[config.mk]
export PLATFORM = sky130hd
export DESIGN_NAME = cam_match_serializer
export DESIGN_NICKNAME = d
export VERILOG_FILES = /design/src/rtl/cam_match_serializer.sv
export SDC_FILE = /design/constraint.sdc
export NUM_CORES = 1
export LEC_CHECK = 0
export CAP_MARGIN = 10
export CORE_AREA = 2 2 82 84
export CTS_BUF_LIST = sky130_fd_sc_hd__clkbuf_4
export DETAILED_ROUTE_END_ITERATION = 8
export DIE_AREA = 0 0 84 86
export MAX_ROUTING_LAYER = met4
export PLACE_DENSITY = 0.89
export SKIP_CTS_REPAIR_TIMING = 1
export SLEW_MARGIN = 10
export SYNTH_ARGS = -nofsm -noshare
export SYNTH_HDL_FRONTEND = slang
export SYNTH_SLANG_ARGS = --single-unit
[constraint.sdc]
create_clock -name clk_i -period 12.8 [get_ports clk_i]
set_clock_uncertainty 0.05 [all_clocks]
set_input_delay 1.92 -clock clk_i [delete_from_list [all_inputs] [get_ports clk_i]]
set_output_delay 1.92 -clock clk_i [all_outputs]
set_load 0.02 [all_outputs]
[src/rtl/cam_match_serializer.sv]
// Serializes a CAM match vector into ascending hit-index beats; an empty vector yields one miss beat.
// Latency: first beat is valid the cycle after the vector is accepted; one beat per cycle thereafter.
// Backpressure: idx_ready_i low freezes the beat; a new vector is taken only in IDLE or on the last beat.
module cam_match_serializer #(
   parameter int NUM_COMP  = 32,
   parameter int IDX_WIDTH = $clog2(NUM_COMP)
) (
   input  logic                 clk_i,
   input  logic                 rst_ni,
   input  logic                 match_valid_i,
   output logic                 match_ready_o,
   input  logic [NUM_COMP-1:0]  match_i,
   output logic                 idx_valid_o,
   input  logic                 idx_ready_i,
   output logic [IDX_WIDTH-1:0] idx_o,
   output logic                 hit_o,
   output logic                 idx_last_o,
   output logic [IDX_WIDTH:0]   count_o
);

   typedef enum logic {
      IDLE  = 1'b0,
      DRAIN = 1'b1
   } state_t;

   localparam logic [NUM_COMP-1:0] PEND_ONE = {{(NUM_COMP-1){1'b0}}, 1'b1};

   state_t               state_q, state_d;
   logic [NUM_COMP-1:0]  pending_q, pending_d;
   logic [IDX_WIDTH:0]   count_q, count_d;
   logic                 miss_q, miss_d;

   logic [NUM_COMP-1:0]  pending_clr;
   logic [IDX_WIDTH-1:0] low_idx;
   logic [IDX_WIDTH:0]   match_cnt;
   logic                 single_bit;
   logic                 beat_last;
   logic                 beat_fire;
   logic                 draining;
   logic                 accept;

   // Clearing the lowest set bit also tells us whether exactly one bit remains.
   assign pending_clr = pending_q & (pending_q - PEND_ONE);
   assign single_bit  = (pending_q != '0) && (pending_clr == '0);

   always_comb begin
      low_idx = '0;
      for (int i = NUM_COMP - 1; i >= 0; i--) begin
         if (pending_q[i]) begin
            low_idx = IDX_WIDTH'(i);
         end
      end
   end

   always_comb begin
      match_cnt = '0;
      for (int i = 0; i < NUM_COMP; i++) begin
         match_cnt = match_cnt + (IDX_WIDTH + 1)'(match_i[i]);
      end
   end

   assign draining  = (state_q == DRAIN);
   assign beat_last = miss_q || single_bit;
   assign beat_fire = draining && idx_ready_i;

   // Only combinational input-to-output path: idx_ready_i lets the next vector in on the last beat.
   assign match_ready_o = rst_ni && (!draining || (beat_fire && beat_last));
   assign accept        = match_valid_i && match_ready_o;

   assign idx_valid_o = draining;
   assign idx_o       = draining ? low_idx : '0;
   assign hit_o       = draining && !miss_q;
   assign idx_last_o  = draining && beat_last;
   assign count_o     = draining ? count_q : '0;

   always_comb begin
      state_d   = state_q;
      pending_d = pending_q;
      count_d   = count_q;
      miss_d    = miss_q;

      case (state_q)
         IDLE: begin
            state_d = IDLE;
         end
         DRAIN: begin
            if (beat_fire) begin
               if (beat_last) begin
                  state_d   = IDLE;
                  pending_d = '0;
                  miss_d    = 1'b0;
               end else begin
                  pending_d = pending_clr;
               end
            end
         end
         default: begin
            state_d = IDLE;
         end
      endcase

      // A load overrides the drain update: it only happens in IDLE or on the last beat.
      if (accept) begin
         state_d   = DRAIN;
         pending_d = match_i;
         count_d   = match_cnt;
         miss_d    = (match_i == '0);
      end
   end

   always_ff @(posedge clk_i) begin
      if (!rst_ni) begin
         state_q   <= IDLE;
         pending_q <= '0;
         count_q   <= '0;
         miss_q    <= 1'b0;
      end else begin
         state_q   <= state_d;
         pending_q <= pending_d;
         count_q   <= count_d;
         miss_q    <= miss_d;
      end
   end

endmodule

==> results.yml <==
detailed_routing:
  vias: 3380
  routedLengthMet1_mm: 3.96
  met2WireLength_mm: 4.52
  first_pass_iters: 5
  dr_wl_met3_mm: 1.05
  drt_iter0_drc: 345
  remaining_drc_errors: 0
  ant_nets: 0
  routedWlPerCell_um: 19.4
  wl_mm: 9.73
  highest_layer: "met4"
  vias_per_cell: 6.73
setup_path:
  crit_fanout: 10
  critPathKind: "reg2out"
  end_kind: "output pin"
  cp.required_ns: 10.83
  crit_path_start_kind: "register"
  cp.arrival_ns: 4.84
die:
  ios: 51
  start_util: 0.540
  rows: 29
  die_w_um: 84
  fp.dieH_um: 86
  core_mm2: 0.00628
  die_area_mm2: 0.00722
synth:
  synth_top_family_by_area: "compound AO/OA/AOI/OAI gates"
  synth_simple_gate_area_frac: 0.212
  yosysSeqAreaShare: 0.236
  ys.flop_type: "dfxtp_1"
  synth_edf_count: 0
  synth-warning-count: 0
  synth_fp_nets: 472
  syn_area_mm2: 0.00339
  ys_types: 53
  syn_avg_cell_area_um2: 8.40
  synth-adder-area-share: 0.177
  postSynthCellCount: 404
  async_flop_share: 0
  synthXorXnorAreaFrac: 0.00775
  synth_mux_area_frac: 0.0148
  synth_compound_area_frac: 0.259
  ys_ff_latch: 40
finish:
  drive_gt1_frac: 0.0282
  final_common_cell: "clkdlybuf4s50_1"
  instances_no_fill: 502
  fillers: 557
  final_cell_mix: "clkdlybuf4s50_1 (50), dfxtp_1 (40), inv_1 (36)"
  finalCoreUtilization: 0.616
  areaGrowthSynthToFinish_pct: 14.0
  fin_nets: 493
  antenna_cells: 0
timing:
  fmax_ghz: 0.147
  worstMarginPinSlew_ns: 1.15
  whs_ns: 0.413
  min_period_ns: 6.81
  setup_viol: 0
  drv_slew: 0
  rsz0062_at_grt: "false"
  setup_tns_ns: 0
  hold_viol: 0
  setup_slack_ns: 5.99
  max_slew_margin: 0.235
  fin_crit_sh: 0.532
run:
  cap_violations: 0
global_routing:
  track_usage: 0.276
  antenna_found_initial: 0
  grt_max_degree: 34
  grt-ovfl-total: 0
  grt_pass1_vias: 3107
  grt_pass1_wl_mm: 15.4
clock_tree:
  cts_root_buf: "clkbuf_4"
  cts_buffer_depth: 2
  clkTransAtPathRegs_ns: 0.12
  cts_buffers: 5
  cts_num_sinks: 40
  cts_tree: "yes"
  worstSkewPairLatency_ns: 0.36
  htreeDepth: 2
power_and_ir_drop:
  p_per_area_mw_per_mm2: 164
  vdd_drop_max_mv: 0.266
  p_leak_nw: 1.63
placement:
  io_buffer_count: 50
  dp_hpwl_mm: 7.38
  gp_congestion: 0.916
  pre_cts_ws_ns: 5.89
  dp.cells: 495
run_status:
  run_status: "completed"
hold_path:
  holdCritPathClass: "reg2reg"
==> critical path, stage by stage, from the launching register on <==
cell and delay, ns:
dfxtp_1 0.42, or4_1 0.69, nor4_1 0.88, nand3_1 0.43
maj3_1 0.46, o31a_1 0.28, nor3_4 0.36, nor2_1 0.16
o22ai_1 0.16, clkdlybuf4s50_1 0.63
==> registers in the layout, summed over array words and instances, names as in the netlist <==
| name | flops |
|---|---|
| count_q | 6 |
| miss_q | 1 |
| idx_valid_o | 1 |
| pending_q | 32 |
==> cells in the mapped netlist (3+ instances only) <==
library cell	number	area (um^2)
a2111oi_0	3	26.3
a211oi_1	3	22.5
a21oi_1	27	135
a221o_1	26	260
and2_1	8	50.1
and3_1	15	93.8
buf_2	5	25.0
buf_6	3	33.8
clkbuf_1	26	97.6
dfxtp_1	40	801
fa_1	24	480
ha_1	8	100
inv_1	36	135
mux2i_1	5	50.1
nand2_1	22	82.6
nand4_1	3	18.8
nor2_1	34	128
nor2b_1	4	25.0
nor3_1	5	25.0
nor4_1	17	106
o211a_1	5	50.1
o211ai_1	6	45.0
o21ai_0	14	70.1
o311a_1	5	50.1
o31a_1	3	26.3
o31ai_1	3	22.5
o32ai_1	3	26.3
or3_1	6	37.5
or4_1	10	75.1
xor2_1	3	26.3
==> cell families (layout without fill, tap and decap cells) <==
kind of cell | count (synthesis) | after routing
simple gates | 134 | 134
flops | 40 | 40
xor+xnor | 3 | 3
mux | 5 | 5
compound gates | 115 | 115
buf+inv | 73 | 94
fa+ha+maj | 34 | 34
==> worst paths after layout <==
check             slack [ns]  depth (start not counted)                      start                 endpoint
hold / removal          0.41                          2    count_q[5]$_SDFFE_PN0P_  count_q[5]$_SDFFE_PN0P_
setup reg to reg        8.40                          8  pending_q[1]$_SDFFE_PN0P_  count_q[2]$_SDFFE_PN0P_
setup / recovery        5.99                          9  pending_q[1]$_SDFFE_PN0P_            match_ready_o
hold reg to reg         0.41                          2    count_q[5]$_SDFFE_PN0P_  count_q[5]$_SDFFE_PN0P_
==> power breakdown <==
part | total [mW] | internal [mW] | switching [mW]
clock | 0.0649 | 0.0224 | 0.0425
sequential | 0.164 | 0.140 | 0.0237
combinational | 0.404 | 0.185 | 0.219
==> per-stage QoR <==
stage	instance area [um^2]	power (mW)
6_report	3870	0.633
3_3_place_gp	3820	0.545
5_1_grt	3870	0.694
2_1_floorplan	3390	0.463
4_1_cts	3870	0.631
3_5_place_dp	3820	0.566
==> layout make-up <==
class                           count  area (um^2)  share of cell area
Clock buffer                        6         45.0              0.0116
Clock inverter                      1         5.00             0.00129
Inverter                           36          135              0.0349
Multi-Input combinational cell    291         2280               0.589
Sequential cell                    40          801               0.207
Tap cell                           77         96.3              0.0249
Timing Repair Buffer               51          508               0.131
==> per-layer routing <==
layer / track usage / up-vias
li1: - / 1523
met1: 0.364 / 1589
met2: 0.437 / 241
met3: 0.0529 / 27
met4: 0.0777 / 0
met5: - / -
Note: power is estimated with default switching activity, not from simulation.
